==> src/rtl/coin_change_dispenser.sv <==
// ============================================================================
// Module   : coin_change_dispenser
// Purpose  : Pays a refund credit back out as greedy coin codes over valid/ready.
//            Define COIN_DISPENSE_PENTAGON_EN to enable pentagon (5) coins.
// Revision : 1.0  initial release
// ============================================================================
`default_nettype none

module coin_change_dispenser (
    input  logic       clock,
    input  logic       reset,
    input  logic [3:0] credit,
    input  logic       refund,
    input  logic       ready,
    output logic [1:0] coin,
    output logic       valid,
    output logic       busy,
    output logic       done,
    output logic [3:0] coin_count
);

    typedef enum logic [1:0] {
        S_IDLE     = 2'd0,
        S_DISPENSE = 2'd1,
        S_DONE     = 2'd2
    } state_t;

    localparam logic [1:0] c_COIN_NONE     = 2'b00;
    localparam logic [1:0] c_COIN_CIRCLE   = 2'b01;
    localparam logic [1:0] c_COIN_TRIANGLE = 2'b10;
    localparam logic [1:0] c_COIN_PENTAGON = 2'b11;

    state_t     r_state;
    logic [3:0] r_remaining;
    logic [3:0] r_coin_count;
    logic       r_valid;
    logic       r_busy;
    logic       r_done;

    logic [1:0] w_coin_sel;
    logic [3:0] w_coin_value;
    logic [3:0] w_remaining_next;

    // Greedy pick never exceeds r_remaining, so the subtraction cannot wrap.
    always_comb begin
        w_coin_sel   = c_COIN_CIRCLE;
        w_coin_value = 4'd1;
`ifdef COIN_DISPENSE_PENTAGON_EN
        if (r_remaining >= 4'd5) begin
            w_coin_sel   = c_COIN_PENTAGON;
            w_coin_value = 4'd5;
        end else if (r_remaining >= 4'd3) begin
            w_coin_sel   = c_COIN_TRIANGLE;
            w_coin_value = 4'd3;
        end
`else
        if (r_remaining >= 4'd3) begin
            w_coin_sel   = c_COIN_TRIANGLE;
            w_coin_value = 4'd3;
        end
`endif
        w_remaining_next = r_remaining - w_coin_value;
    end

    always_ff @(posedge clock) begin
        if (reset) begin
            r_state      <= S_IDLE;
            r_remaining  <= 4'd0;
            r_coin_count <= 4'd0;
            r_valid      <= 1'b0;
            r_busy       <= 1'b0;
            r_done       <= 1'b0;
        end else begin
            case (r_state)
                S_IDLE: begin
                    if (refund) begin
                        r_coin_count <= 4'd0;
                        r_busy       <= 1'b1;
                        if (credit != 4'd0) begin
                            r_remaining <= credit;
                            r_valid     <= 1'b1;
                            r_state     <= S_DISPENSE;
                        end else begin
                            r_done  <= 1'b1;
                            r_state <= S_DONE;
                        end
                    end
                end
                S_DISPENSE: begin
                    if (ready) begin
                        r_remaining  <= w_remaining_next;
                        r_coin_count <= r_coin_count + 4'd1;
                        if (w_remaining_next == 4'd0) begin
                            r_valid <= 1'b0;
                            r_done  <= 1'b1;
                            r_state <= S_DONE;
                        end
                    end
                end
                S_DONE: begin
                    r_done  <= 1'b0;
                    r_busy  <= 1'b0;
                    r_state <= S_IDLE;
                end
                default: begin
                    r_valid <= 1'b0;
                    r_busy  <= 1'b0;
                    r_done  <= 1'b0;
                    r_state <= S_IDLE;
                end
            endcase
        end
    end

    assign coin       = r_valid ? w_coin_sel : c_COIN_NONE;
    assign valid      = r_valid;
    assign busy       = r_busy;
    assign done       = r_done;
    assign coin_count = r_coin_count;

endmodule

`default_nettype wire

==> config.mk <==
export PLATFORM = sky130hd
export DESIGN_NAME = coin_change_dispenser
export DESIGN_NICKNAME = d
export VERILOG_FILES = /design/src/rtl/coin_change_dispenser.sv
export SDC_FILE = /design/constraint.sdc
export NUM_CORES = 1
export LEC_CHECK = 0
export ABC_AREA = 1
export ABC_CLOCK_PERIOD_IN_PS = 3900
export CAP_MARGIN = 40
export CELL_PAD_IN_SITES_DETAIL_PLACEMENT = 0
export CELL_PAD_IN_SITES_GLOBAL_PLACEMENT = 2
export CORE_MARGIN = 10
export CORE_UTILIZATION = 34
export DETAILED_ROUTE_END_ITERATION = 7
export DONT_BUFFER_PORTS = 1
export GPL_TIMING_DRIVEN = 0
export HOLD_SLACK_MARGIN = 0.02
export PLACE_DENSITY = 0.89
export RECOVER_POWER = 25
export REMOVE_ABC_BUFFERS = 1
export SETUP_SLACK_MARGIN = 0.4
export SLEW_MARGIN = 30
export SYNTH_ARGS = -nofsm -noshare
export SYNTH_HDL_FRONTEND = slang
export SYNTH_SLANG_ARGS = --single-unit
==> constraint.sdc <==
create_clock -name clock -period 3.9 [get_ports clock]
set_clock_uncertainty 0.2 [all_clocks]
set_input_delay 0.78 -clock clock [delete_from_list [all_inputs] [get_ports clock]]
set_output_delay 0.78 -clock clock [all_outputs]
set_load 0.02 [all_outputs]
# Word-level counts from Yosys, hierarchy flattened

Cells that the tools add are included.

Register bits: 13
Logic and storage cells: 55

$add $sub $neg: 2
Magnitude comparators: 1
Equality and inequality tests: 7
Muxes and demuxes: 27
Bitwise logic cells: 2
Reduce and logical (&&, ||, !) cells: 10

Operators with widths:

| cell                                                              | number |
|---|---|
| 2-to-1 mux 4 bit                                                  | 5 |
| one-hot mux 4 bit (2 select lines)                                | 2 |
| 2-to-1 mux 2 bit                                                  | 7 |
| inequality test 2 bit, second input constant                      | 5 |
| 2-to-1 mux 1 bit                                                  | 9 |
| AND reduction 4 bit                                               | 2 |
| AND reduction 3 bit                                               | 2 |
| AND reduction 5 bit                                               | 1 |
| adder 4 x 1 -> 4 bit, second input constant                       | 1 |
| greater-or-equal comparator 4 x 2 -> 1 bit, second input constant | 1 |
| zero test 4 bit                                                   | 1 |
| one-hot mux 1 bit (2 select lines)                                | 2 |
| one-hot mux 2 bit (2 select lines)                                | 1 |
| nonzero test 4 bit                                                | 1 |
| subtractor 4 bit                                                  | 1 |
| one-hot mux 1 bit (3 select lines)                                | 1 |
| equality test 2 x 1 -> 1 bit, second input constant               | 1 |
| equality test 2 bit, second input constant                        | 1 |
| zero test 2 bit                                                   | 1 |
| NOT 1 bit                                                         | 2 |
| AND reduction 2 bit                                               | 1 |
| nonzero test 2 bit                                                | 1 |

# Logic depth before layout (Yosys ltp)

Gate-level depths: netlist (run 1).

Word-level depth: 7
Gate-level depth with buffers: 12
Gate-level depth less buffers: 12

# Worst setup path before layout (run 1)

No wires, ideal clock.

Kind: register -> output
Start point: register r_remaining[0]
End point: output port coin[1]
Arrival: 856 ps
Required time: 2,920 ps
Path slack: 2,064 ps
Cell stages (with the launch flop): 5
Buffers on the path: 0
Cell sequence: dfxtp_1 -> nand2_1 -> nand2_1 -> inv_1 -> nor2_1

Cells in the longest elaborated chain, start to end: 3

Ends and longest elaborated chain:

| what                                       | RTL line | source |
|---|---|---|
| start: declaration                         | 34       | `logic [3:0] r_remaining;` |
| start signal: assignment                   | 80       | `r_remaining <= credit;` |
| start signal: assignment                   | 91       | `r_remaining <= w_remaining_next;` |
| greater-or-equal comparator 4 x 2 -> 1 bit | 57       | `if (r_remaining >= 4'd3) begin` |
| 2-to-1 mux 2 bit                           | 57       |  |
| 2-to-1 mux 2 bit                           | 115      | `assign coin = r_valid ? w_coin_sel : c_COIN_NONE;` |
| end: declaration                           | 15       | `output logic [1:0] coin,` |

No other way between the ends.

# Worst setup path in the final report (run 1)

Ends and elaborated chain as after synthesis.

==> results of run 1 <==
[synth_stat cells]
cell,instances,share of area [%]
nand4_1,3,2.5
dfxtp_1,13,35
ha_1,3,5.1
nand3_1,8,5.4
o21ai_0,6,4.1
nor2_4,1,1.5
a21oi_1,10,6.8
a211oi_1,1,1.0
nor2_2,1,0.85
nand3_2,1,1.4
nand2_1,27,14
inv_1,18,9.2
inv_2,2,1.0
o21a_1,1,1.0
fa_1,1,2.7
nand2_2,2,1.7
xor2_1,1,1.2
nor2_1,11,5.6
[per-layer routing]
| metal | share of wire [%] | up-vias | routed length, um |
|---|---|---|---|
| li1 | - | 358 | - |
| met1 | 47 | 282 | 789 |
| met2 | 41 | 16 | 694 |
| met3 | 10 | 2 | 170 |
| met4 | 1.1 | 0 | 19 |
| met5 | 0 | - | 0 |
[final cells by class]
cell class,count,share of cell area (%)
Multi-Input combinational cell,77,50.0
Clock buffer,4,3.32
Tap cell,27,4.27
Inverter,20,9.49
Sequential cell,13,32.9
[sequential cells by signal, indices dropped and copies added, names as in the netlist]
signal       cells
done             1
coin_count       4
r_state          2
r_remaining      4
valid            1
busy             1
[cell families (layout without fill, tap and decap cells)]
kind of cell    count (synthesis)  in the layout  synth area share [%]
xor+xnor                        1              1                  1.19
flops                          13             13                  35.3
compound gates                 18             18                  12.9
fa+ha+maj                       4              4                  7.80
simple gates                   54             54                  32.7
buf+inv                        20             24                  10.2
[worst max-delay path, stage by stage, from the launching register on]
cell,delay (ns)
dfxtp_1,0.41
nand2_1,0.07
nand2_1,0.11
inv_1,0.07
nor2_1,0.32
[placed cells by master, fill, tap and decap left out]
cell	n
nor2_2	1
nand3_2	1
a21oi_1	10
clkbuf_4	3
o21ai_0	6
a211oi_1	1
fa_1	1
nand2_2	2
inv_2	1
nand4_1	3
nand2_1	27
o21a_1	1
dfxtp_1	13
clkbuf_1	1
xor2_1	1
nor2_1	12
inv_1	19
ha_1	3
nand3_1	8
[power breakdown]
part / internal, mW / leakage [nW] / switching, mW
sequential: 0.148 / 0.107 / 0.0217
combinational: 0.0371 / 0.253 / 0.0724
clock: 0.0397 / 0.0150 / 0.0473
[final timing paths]
check | from | endpoint | slack [ns] | cells after the start
setup reg to reg | r_remaining[0]$_SDFFE_PP0P_ | valid$_SDFFE_PP0P_ | 2.02 | 11
hold / removal | r_remaining[2]$_SDFFE_PP0P_ | r_remaining[2]$_SDFFE_PP0P_ | 0.33 | 2
setup / recovery | r_remaining[0]$_SDFFE_PP0P_ | coin[1] | 1.66 | 4
hold reg to reg | r_remaining[2]$_SDFFE_PP0P_ | r_remaining[2]$_SDFFE_PP0P_ | 0.33 | 2
==> flow_metrics.tcl, run 1 <==
set metrics [dict create \
    outcome "complete, no violations" \
    fmax_mhz 447 \
    root_buffer "clkbuf_4" \
    syn_inst 110 \
    crit_fanout 5 \
    setup-violations-final 0 \
    dp_hpwl_um 1340 \
    port_buffers 0 \
    grt_usage_pct 7.83 \
    hold_path_class "flop to flop" \
    fin_setup_tns_ns 0 \
    cts_setup_buffers 0 \
    netlist_area_um2 738 \
    start_util_pct 36.5 \
    worst_pin_slew_ns 0.454 \
    grt_max_degree 9 \
    fp-row-count 16 \
    fillCellCount 229 \
    instances_no_fill 141 \
    critPathRequiredTime_ns 2.92 \
    regArea_um2 260 \
    drc 0 \
    grt_use_met1_pct 9.35 \
    use_met3_pct 4.68 \
    post-route-period-util_pct 57.3 \
    fin_nets 127 \
    grt_pass1_vias 579 \
    die_w_um 66.6 \
    hold_buffers 0 \
    dp_cells 137 \
    areaGrowthSynthToFinish_pct 7.12 \
    pin_count 17 \
    wl_per_cell_um 11.9 \
    synthDistinctLibCells 18 \
    fin_total_pwr_mw 0.367 \
    power.density_nw_per_um2 464 \
    routed_wl_um 1670 \
    place.gp.congestion 0.725 \
    multi_input_area_um2 395 \
    clockBufferDepth 2 \
    p_leak_nw 0.375 \
    busiest_layer "met2" \
    antenna_found_initial 0 \
    avgViaCountPerCell 4.67 \
    place_area_um2 772 \
    drive_gt1_share_pct 7.02 \
    synth_warnings 0 \
    vdd_drop_max_mv 0.180 \
    ctsResizeCount 0 \
    grt_pass1_wl_um 2710 \
    cp-start-kind "flop" \
    cts_sinks 13 \
    synth_area_per_cell_um2 6.71 \
    die_h_um 66.6 \
    met2_usage_pct 11.0 \
    fin_ws_ns 1.66 \
    hold_viol_final 0 \
    final_area_um2 791 \
    die_area_um2 4430 \
    ant_nets 0 \
    core-area_um2 2020 \
    slew_violations 0 \
    max_cap_viol_count 0 \
    htreeDepth 1 \
    crit_type "flop to primary output" \
    synth_seq_area_share_pct 35.3 \
    grt-ovfl-total 0 \
    detailedRoute.firstPassIterationCount 4 \
    cts_tree "built" \
    final_util_pct 39.1 \
    clock_latency_ns 0.28 \
    path_clk_slew_ns 0.08 \
    rsz0062_at_grt "false" \
    cp-end-kind "primary output" \
    period_needed_ns 2.24 \
    numCtsBuffers 3 \
    post-place-ws_ns 1.94 \
    diodes 0 \
    max_slew_margin_pct 69.6 \
    vias 658 \
    whs_ns 0.327 \
    cp_data_arrival_time_ns 1.26 \
    drt_iter0_markers 16 \
    synth-seq-cells 13 \
]
(Power assumes the default switching activity.)
==> run 2, diff against run 1 <==
Settings changed: ABC_CLOCK_PERIOD_IN_PS 3900 to 2300, CORE_UTILIZATION 34 to 31, PLACE_DENSITY 0.89 to 0.83.
Clock period 3.9 ns to 2.3 ns, I/O delays scaled along.
==> flow_metrics.tcl, run 2 (synthesized netlist as in run 1, its figures left out) <==
set metrics [dict create \
    outcome "complete, no violations" \
    hp-start "reset" \
    reg2reg_from "r_remaining[2]$_SDFFE_PP0P_" \
    slowest_delay_ns 0.37 \
    crit_start "r_remaining[2]$_SDFFE_PP0P_" \
    die_h_um 68.8 \
    numCtsBuffers 3 \
    antenna_found_initial 0 \
    drc 0 \
    rsz0062_at_grt "false" \
    hold_buffers 0 \
    cp_data_arrival_time_ns 1.18 \
    grt_pass1_vias 616 \
    ant_nets 0 \
    p_leak_nw 0.396 \
    detailedRoute.firstPassIterationCount 4 \
    port_buffers 0 \
    crit_fanout 4 \
    grt_usage_pct 8.01 \
    wl_per_cell_um 12.3 \
    cp_slowest_cell "dfxtp_4" \
    die_w_um 68.8 \
    path_cells "nor2_4 -> nand2_4 -> buf_4 -> nor2_2" \
    max_slew_margin_pct 62.9 \
    avgViaCountPerCell 4.68 \
    drive_gt1_share_pct 23.9 \
    layout.cells.most_common_list "nand2_1 (22), inv_1 (18), nor2_1 (9), a21oi_1 (9), dfxtp_1 (9)" \
    core-area_um2 2230 \
    critPathRequiredTime_ns 1.64 \
    diodes 0 \
    path_clk_slew_ns 0.09 \
    grt_max_degree 9 \
    place.gp.congestion 0.761 \
    fp-row-count 17 \
    power.density_nw_per_um2 782 \
    vias 679 \
    dp_hpwl_um 1350 \
    clockBufferDepth 2 \
    vdd_drop_max_mv 0.424 \
    final_common_cell "nand2_1" \
    fin_total_pwr_mw 0.689 \
    start_util_pct 33.1 \
    routed_wl_um 1780 \
    clock_latency_ns 0.29 \
    final_util_pct 39.4 \
    fmax_mhz 544 \
    max_cap_viol_count 0 \
    pin_count 17 \
    htreeDepth 1 \
    hold_viol_final 0 \
    slew_violations 0 \
    cp-end-kind "primary output" \
    die_area_um2 4730 \
    final_area_um2 881 \
    crit_type "flop to primary output" \
    place_area_um2 773 \
    root_buffer "clkbuf_4" \
    cp-start-kind "flop" \
    grt_pass1_wl_um 2790 \
    drt_iter0_markers 18 \
    period_needed_ns 1.84 \
    worst_pin_slew_ns 0.555 \
    cts_tree "built" \
    post-route-period-util_pct 79.9 \
    hold_path_class "input port to flop" \
    fin_setup_tns_ns 0 \
    grt-ovfl-total 0 \
    areaGrowthSynthToFinish_pct 19.3 \
    cts_sinks 13 \
    fin_nets 130 \
    setup-violations-final 0 \
]
## run 2: path summary, 6_finish.rpt
| path | to | slack, ns | cells past startpoint |
|---|---|---|---|
| setup reg to reg | r_state[0]$_SDFFE_PP0P_ | 0.51 | 9 |
| hold reg to reg | r_remaining[0]$_SDFFE_PP0P_ | 0.34 | 2 |
| setup / recovery | coin[0] | 0.46 | 4 |
| hold / removal | coin_count[1]$_SDFFE_PP0P_ | 0.03 | 1 |
## run 2: what timing repair did
item	CTS	global route
endpoints found under the setup margin	3	8
buffers inserted	0	3
resized for setup	2	20
pin swaps	0	7
hold endpoints to repair	0	0
## run 2: area by class of cell
class                           count  area, um2
Clock buffer                        4       26.3
Multi-Input combinational cell     77        449
Inverter                           20       75.1
Sequential cell                    13        273
Fill cell                         239       1350
Tap cell                           28       35.0
Timing Repair Buffer                3       22.5
## run 2: critical path: cells and delay by family (launching register included)
family / cells / cell delay, ns
buffers and inverters: 1 / 0.13
flip-flops: 1 / 0.37
AND/OR/NAND/NOR: 3 / 0.39
## run 2: power by group
part           switching (mW)  internal [mW]
combinational           0.147         0.0943
sequential             0.0388          0.255
clock                  0.0860         0.0674
total                   0.272          0.417
## run 2: through the flow
step,setup WS (ns),instances,hold WS (ns)
after CTS,0.394,142,0.0251
after global routing,0.387,145,0.0297
final,0.463,145,0.0322
after global placement,0.386,138,0.302
after floorplan,0.629,110,0.270
after detailed placement,0.414,138,0.304
## run 2: metal layers
metal	vias up	share of wire, %	track usage, %	wire length (um)
met2	16	40	10.7	717
met1	295	47	9.48	846
met5	-	0	0	0
met3	4	9.6	4.67	172
met4	0	2.6	5.17	46
li1	364	-	-	-
